File: src/rtl/uart_pkg.sv
// Shared definitions for the UART transmit path: FSM encoding, frame format
// constants and a counter-width helper.
package uart_pkg;

   typedef enum logic [1:0] {
      TX_IDLE  = 2'd0,
      TX_START = 2'd1,
      TX_DATA  = 2'd2,
      TX_STOP  = 2'd3
   } tx_state_e;

   localparam int   UART_DATA_BITS  = 8;
   localparam logic UART_IDLE_LEVEL = 1'b1;

   // Counter width able to hold n-1; never narrower than one bit.
   function automatic int cnt_w(input int n);
      return (n > 1) ? $clog2(n) : 1;
   endfunction

endpackage

File: src/rtl/uart_fifo_tx_if.sv
// Byte-producer side of the UART transmitter: valid/ready byte push plus
// line and status outputs.
interface uart_fifo_tx_if #(
   parameter int FIFO_DEPTH = 8
);
   import uart_pkg::*;

   localparam int CW = $clog2(FIFO_DEPTH) + 1;

   logic [UART_DATA_BITS-1:0] data_in;
   logic                      data_in_valid;
   logic                      data_in_ready;
   logic                      serial_out;
   logic                      busy;
   logic [CW-1:0]             fifo_count;

   modport master (
      output data_in, data_in_valid,
      input  data_in_ready, serial_out, busy, fifo_count
   );

   modport slave (
      input  data_in, data_in_valid,
      output data_in_ready, serial_out, busy, fifo_count
   );

endinterface

File: src/rtl/uart_tx_sync_fifo.sv
// Synchronous FIFO with registered count; push is ignored when full and pop
// is ignored when empty, so callers may request either unconditionally.
module uart_tx_sync_fifo #(
   parameter  int WIDTH = 8,
   parameter  int DEPTH = 8,
   localparam int AW    = $clog2(DEPTH),
   localparam int CW    = AW + 1
) (
   input  logic             clk,
   input  logic             rst,
   input  logic             push_i,
   input  logic [WIDTH-1:0] wdata_i,
   input  logic             pop_i,
   output logic [WIDTH-1:0] rdata_o,
   output logic             full_o,
   output logic             empty_o,
   output logic [CW-1:0]    count_o
);

   logic [WIDTH-1:0] mem_q [DEPTH];
   logic [AW-1:0]    wr_ptr_q, rd_ptr_q;
   logic [CW-1:0]    count_q, count_d;
   logic             do_push, do_pop;

   assign full_o  = (count_q == CW'(DEPTH));
   assign empty_o = (count_q == '0);
   assign do_push = push_i && !full_o;
   assign do_pop  = pop_i && !empty_o;
   assign rdata_o = mem_q[rd_ptr_q];
   assign count_o = count_q;

   always_comb begin
      count_d = count_q;
      case ({do_push, do_pop})
         2'b10:   count_d = count_q + 1'b1;
         2'b01:   count_d = count_q - 1'b1;
         default: count_d = count_q;
      endcase
   end

   // Pointers are exactly log2(DEPTH) wide, so they wrap without compare logic.
   always_ff @(posedge clk or negedge rst) begin
      if (!rst) begin
         wr_ptr_q <= '0;
         rd_ptr_q <= '0;
         count_q  <= '0;
      end else begin
         if (do_push) wr_ptr_q <= wr_ptr_q + 1'b1;
         if (do_pop)  rd_ptr_q <= rd_ptr_q + 1'b1;
         count_q <= count_d;
      end
   end

   always_ff @(posedge clk) begin
      if (do_push) mem_q[wr_ptr_q] <= wdata_i;
   end

endmodule

File: src/rtl/uart_fifo_tx.sv
// Buffered 8N1 UART transmitter: bytes pushed over valid/ready are queued and
// shifted out LSB first, back to back when the queue stays non-empty.
module uart_fifo_tx
   import uart_pkg::*;
#(
   parameter int CLOCK_FREQ = 33_000_000,
   parameter int BAUD_RATE  = 115_200,
   parameter int FIFO_DEPTH = 8
) (
   input logic           clk,
   input logic           rst,
   uart_fifo_tx_if.slave bus
);

   localparam int SYMBOL_EDGE_TIME = CLOCK_FREQ / BAUD_RATE;
   localparam int BW = cnt_w(SYMBOL_EDGE_TIME);
   localparam int CW = $clog2(FIFO_DEPTH) + 1;
   localparam logic [BW-1:0] BAUD_LOAD = BW'(SYMBOL_EDGE_TIME - 1);
   localparam logic [2:0]    LAST_BIT  = 3'(UART_DATA_BITS - 1);

   tx_state_e                 state_q;
   logic [BW-1:0]             baud_q;
   logic [2:0]                bit_q;
   logic [UART_DATA_BITS-1:0] shift_q;
   logic                      tx_q;

   logic [UART_DATA_BITS-1:0] head;
   logic                      full, empty, baud_zero, pop;
   logic [CW-1:0]             count;

   assign baud_zero = (baud_q == '0);
   // Pop only looks at the registered count, so a byte pushed this edge waits.
   assign pop = !empty && ((state_q == TX_IDLE) ||
                           (state_q == TX_STOP && baud_zero));

   uart_tx_sync_fifo #(
      .WIDTH (UART_DATA_BITS),
      .DEPTH (FIFO_DEPTH)
   ) u_fifo (
      .clk     (clk),
      .rst     (rst),
      .push_i  (bus.data_in_valid),
      .wdata_i (bus.data_in),
      .pop_i   (pop),
      .rdata_o (head),
      .full_o  (full),
      .empty_o (empty),
      .count_o (count)
   );

   always_ff @(posedge clk or negedge rst) begin
      if (!rst) begin
         state_q <= TX_IDLE;
         baud_q  <= '0;
         bit_q   <= '0;
         shift_q <= '0;
         tx_q    <= UART_IDLE_LEVEL;
      end else begin
         case (state_q)
            TX_IDLE: begin
               if (pop) begin
                  shift_q <= head;
                  tx_q    <= ~UART_IDLE_LEVEL;
                  baud_q  <= BAUD_LOAD;
                  state_q <= TX_START;
               end
            end
            TX_START: begin
               if (baud_zero) begin
                  tx_q    <= shift_q[0];
                  bit_q   <= '0;
                  baud_q  <= BAUD_LOAD;
                  state_q <= TX_DATA;
               end else begin
                  baud_q <= baud_q - 1'b1;
               end
            end
            TX_DATA: begin
               if (baud_zero) begin
                  baud_q <= BAUD_LOAD;
                  if (bit_q == LAST_BIT) begin
                     tx_q    <= UART_IDLE_LEVEL;
                     state_q <= TX_STOP;
                  end else begin
                     tx_q    <= shift_q[1];
                     shift_q <= shift_q >> 1;
                     bit_q   <= bit_q + 1'b1;
                  end
               end else begin
                  baud_q <= baud_q - 1'b1;
               end
            end
            TX_STOP: begin
               if (baud_zero) begin
                  // Chain straight into the next start bit when data is queued.
                  if (pop) begin
                     shift_q <= head;
                     tx_q    <= ~UART_IDLE_LEVEL;
                     baud_q  <= BAUD_LOAD;
                     state_q <= TX_START;
                  end else begin
                     state_q <= TX_IDLE;
                  end
               end else begin
                  baud_q <= baud_q - 1'b1;
               end
            end
            default: state_q <= TX_IDLE;
         endcase
      end
   end

   assign bus.data_in_ready = !full;
   assign bus.serial_out    = tx_q;
   assign bus.busy          = (state_q != TX_IDLE) || !empty;
   assign bus.fifo_count    = count;

endmodule

File: src/flat_wrapper.sv
// flat-port wrapper written by rule: the top's interface ports become plain ports
module uart_fifo_tx_flat import uart_pkg::*;
#(
   parameter int CLOCK_FREQ = 33_000_000,
   parameter int BAUD_RATE  = 115_200,
   parameter int FIFO_DEPTH = 8
)
  (clk, rst, bus_data_in, bus_data_in_valid, bus_data_in_ready, bus_serial_out, bus_busy, bus_fifo_count);
  uart_fifo_tx_if #(.FIFO_DEPTH(FIFO_DEPTH)) bus_i ();
  input logic clk;
  input logic rst;
  input wire logic [$bits(bus_i.data_in)-1:0] bus_data_in;
  input wire logic [$bits(bus_i.data_in_valid)-1:0] bus_data_in_valid;
  output wire logic [$bits(bus_i.data_in_ready)-1:0] bus_data_in_ready;
  output wire logic [$bits(bus_i.serial_out)-1:0] bus_serial_out;
  output wire logic [$bits(bus_i.busy)-1:0] bus_busy;
  output wire logic [$bits(bus_i.fifo_count)-1:0] bus_fifo_count;
  assign bus_i.data_in = bus_data_in;
  assign bus_i.data_in_valid = bus_data_in_valid;
  assign bus_data_in_ready = bus_i.data_in_ready;
  assign bus_serial_out = bus_i.serial_out;
  assign bus_busy = bus_i.busy;
  assign bus_fifo_count = bus_i.fifo_count;
  uart_fifo_tx #(.CLOCK_FREQ(CLOCK_FREQ), .BAUD_RATE(BAUD_RATE), .FIFO_DEPTH(FIFO_DEPTH)) u_core (.clk(clk), .rst(rst), .bus(bus_i));
endmodule
File: config.mk
export PLATFORM = sky130hd
export DESIGN_NAME = uart_fifo_tx_flat
export DESIGN_NICKNAME = d
export VERILOG_FILES = /design/src/rtl/uart_pkg.sv /design/src/rtl/uart_fifo_tx_if.sv /design/src/rtl/uart_tx_sync_fifo.sv /design/src/rtl/uart_fifo_tx.sv /design/src/flat_wrapper.sv
export SDC_FILE = /design/constraint.sdc
export NUM_CORES = 1
export LEC_CHECK = 0
export ABC_AREA = 1
export ABC_CLOCK_PERIOD_IN_PS = 4150
export BUFFER_PORTS_ARGS = -buffer_cell sky130_fd_sc_hd__buf_2
export CAP_MARGIN = 25
export CORE_UTILIZATION = 55
export DETAILED_ROUTE_END_ITERATION = 7
export GPL_TIMING_DRIVEN = 0
export HOLD_SLACK_MARGIN = 0.05
export PLACE_DENSITY_LB_ADDON = 0.2
export SLEW_MARGIN = 0
export SYNTH_ARGS = -nofsm -noshare
export SYNTH_HDL_FRONTEND = slang
export SYNTH_SLANG_ARGS = --single-unit
File: constraint.sdc
create_clock -name clk -period 4.15 [get_ports clk]
set_clock_uncertainty 0.1 [all_clocks]
set_input_delay 0.6225 -clock clk [delete_from_list [all_inputs] [get_ports clk]]
set_output_delay 0.6225 -clock clk [all_outputs]
set_load 0.02 [all_outputs]
==> impl_metrics.env <==
export IMPL_worstSkewPairLatency_ns=0.37
export IMPL_finalMaxSlewViolations=0
export IMPL_gp_congestion=0.8487
export IMPL_die_area_um2=8591
export IMPL_port_buffers=17
export IMPL_r2r_start="u_core.baud_q[0]"
export IMPL_cts_buffers=9
export IMPL_num_io_pins=18
export IMPL_arrival_ns=2.87
export IMPL_vias_per_cell=5.347
export IMPL_min_period_over_period=0.6525
export IMPL_drt_first_pass_iters=5
export IMPL_overflow=0
export IMPL_hold_class="input port to async pin"
export IMPL_postCtsSetupRepairBufs=0
export IMPL_die_w_um=92.69
export IMPL_die_h_um=92.69
export IMPL_status="finished, final reports clean"
export IMPL_critPathKind="register to register"
export IMPL_peakVddDrop_uv=327.1
export IMPL_drcViolationCount=0
export IMPL_syn_inst=456
export IMPL_leakage_uw=0.002141
export IMPL_ys_flop_type="edfxtp_1"
export IMPL_async_flop_share=0.3402
export IMPL_max_freq_ghz=0.3693
export IMPL_place_ws_ns=1.477
export IMPL_clock_path_buffers=2
export IMPL_finalWirelength_um=8819
export IMPL_antenna_found_initial=0
export IMPL_worst_pin_slew_ns=0.9593
export IMPL_cts_sinks=97
export IMPL_slew_headroom=0.3581
export IMPL_diodes=0
export IMPL_synth_most_common_cell="nand2_1"
export IMPL_setup_ws_ns=1.442
export IMPL_hpwl_um=5960
export IMPL_power_density_nw_per_um2=438.5
export IMPL_core_area_um2=7848
export IMPL_clk_pin_slew_ns=0.11
export IMPL_cts_max_level=3
export IMPL_synth_top_area_cell="edfxtp_1"
export IMPL_routedWlPerCell_um=14.92
export IMPL_std_cell_rows=32
export IMPL_drv_cap=0
export IMPL_worstPathRequired_ns=4.31
export IMPL_crit_path_start="u_core.baud_q[0]"
export IMPL_dr_total_vias=3160
export IMPL_startpoint_type="register"
export IMPL_end_kind="register"
export IMPL_grt_pass1_wl_um=14050
export IMPL_netlist_area_um2=4523
export IMPL_layout_drive_gt1_share=0.1207
export IMPL_rsz0062_at_grt="no"
export IMPL_grt_pass1_vias=2935
export IMPL_power_uw=2165
export IMPL_fin_crit_ns=2.708
export IMPL_syn_area_per_cell_um2=9.919
export IMPL_ys_seq_area_frac=0.6077
export IMPL_synth_edf_count=64
export IMPL_ant_nets=0
export IMPL_grt_max_degree=34
export IMPL_cts_hold_buf=0
export IMPL_yosysWarnings=0
export IMPL_cts_root_buffer="clkbuf_8"
export IMPL_synth_top_area_share=0.4249
export IMPL_area_growth_pct=9.156
export IMPL_crit_fanout=9
export IMPL_synthTopCellsByCount="145 x nand2_1, 64 x edfxtp_1, 53 x nand3_1, 37 x inv_1, 32 x dfrtp_1"
export IMPL_nets=509
export IMPL_hold_viol=0
export IMPL_cts_resized=0
export IMPL_tns_ns=0
export IMPL_grt_usage=0.2171
export IMPL_start_util=0.5764
export IMPL_cts_tree="built"
export IMPL_finalSetupViolations=0
export IMPL_synthTopCellsByArea="edfxtp_1 42%, dfrtp_1 18%, nand2_1 12%, nand3_1 5.9%, ha_1 3.6%"
export IMPL_drtIter0Drc=158
export IMPL_synthesis_nets=481
export IMPL_utilization=0.6291
export IMPL_synth_distinct_cells=34
export IMPL_synth_seq_cells=97
## per-stage QoR
| step | hold slack, ns | cells | instance area [um2] |
|---|---|---|---|
| 3_3_place_gp | 0.3492 | 575 | 4736 |
| 4_1_cts | 0.2377 | 591 | 4937 |
| 2_1_floorplan | 0.2269 | 456 | 4523 |
| 6_report | 0.2137 | 591 | 4937 |
| 5_1_grt | 0.2852 | 591 | 4937 |
| 3_5_place_dp | 0.3510 | 575 | 4736 |
## sequential cells by signal, indices dropped and copies added (netlist names)
| name | count |
|---|---|
| u_core.state_q | 2 |
| u_core.u_fifo.mem_q | 64 |
| u_core.baud_q | 9 |
| u_core.u_fifo.rd_ptr_q | 3 |
| u_core.bus.serial_out | 1 |
| u_core.shift_q | 8 |
| u_core.u_fifo.wr_ptr_q | 3 |
| u_core.u_fifo.count_o | 4 |
| u_core.bit_q | 3 |
## area by class of cell
class,instances,area [um2]
Fill cell,643,2910
Sequential cell,97,2749
Multi-Input combinational cell,306,1550
Inverter,41,155.1
Tap cell,102,127.6
Clock buffer,9,123.9
Timing Repair Buffer,17,85.08
Clock inverter,7,77.57
Buffer,12,68.82
## where the power goes
part	switching [uW]	leakage [uW]	internal [uW]
combinational	225	0.00107	93.5
clock	341	0.000103	286
sequential	53.6	0.000964	1170
total	620	0.00214	1550
## placed cells by master (no fill, tap or decap), types with 2 or more instances in the layout
master	n
nand4_1	9
xor2_1	10
nand3_2	2
inv_2	2
nor2_2	3
o21ai_0	22
inv_1	37
nand2_1	145
ha_1	13
clkinv_1	3
nand3_1	53
inv_8	2
edfxtp_1	64
or2_2	2
clkbuf_1	2
dfrtp_1	32
nand2_2	4
clkbuf_8	10
nor2_1	24
buf_2	25
o22ai_1	3
a21oi_1	6
## path summary, 6_finish.rpt
check | end | slack (ns) | depth (start not counted)
max in group asynchronous | u_core.baud_q[4] | 3.25 | 1
max | u_core.u_fifo.count_o[3] | 1.44 | 17
min | u_core.bit_q[2] | 0.21 | 1
min reg2reg | u_core.bus.serial_out | 0.36 | 2
max reg2reg | u_core.u_fifo.count_o[3] | 1.44 | 17
min in group clk | u_core.bus.serial_out | 0.36 | 2
## cell families (layout without fill, tap and decap cells)
| family | Yosys count | after routing | synth area share |
|---|---|---|---|
| AOI/OAI and AO/OA | 35 | 35 | 0.04094 |
| xor gates and xnor gates | 11 | 11 | 0.02130 |
| adders and majority gates | 14 | 14 | 0.04039 |
| buffers and inverters | 53 | 86 | 0.04951 |
| DFF | 97 | 97 | 0.6077 |
| and+or+nand+nor | 246 | 246 | 0.2401 |
## per-layer routing
layer / GRT usage / wire length [um]
met1: 0.2845 / 3904
met2: 0.3673 / 4336
met3: 0.04433 / 469
met4: 0.06282 / 108
met5: 0 / 0
## worst max-delay path: stages, from the launching register on
cell and delay (ns):
dfrtp_1 0.41, inv_1 0.10, ha_1 0.24, nand2_2 0.10, nor2_2 0.15, nand3_2 0.11
nand2_2 0.09, nand2_4 0.11, clkinv_2 0.12, ha_1 0.21, ha_1 0.24, nand2_1 0.06
nand2_1 0.05, a21oi_1 0.16, nor2_1 0.06, nor2_1 0.08, nand2_1 0.07, xor2_1 0.14
Power figures use the tool's default switching activity.
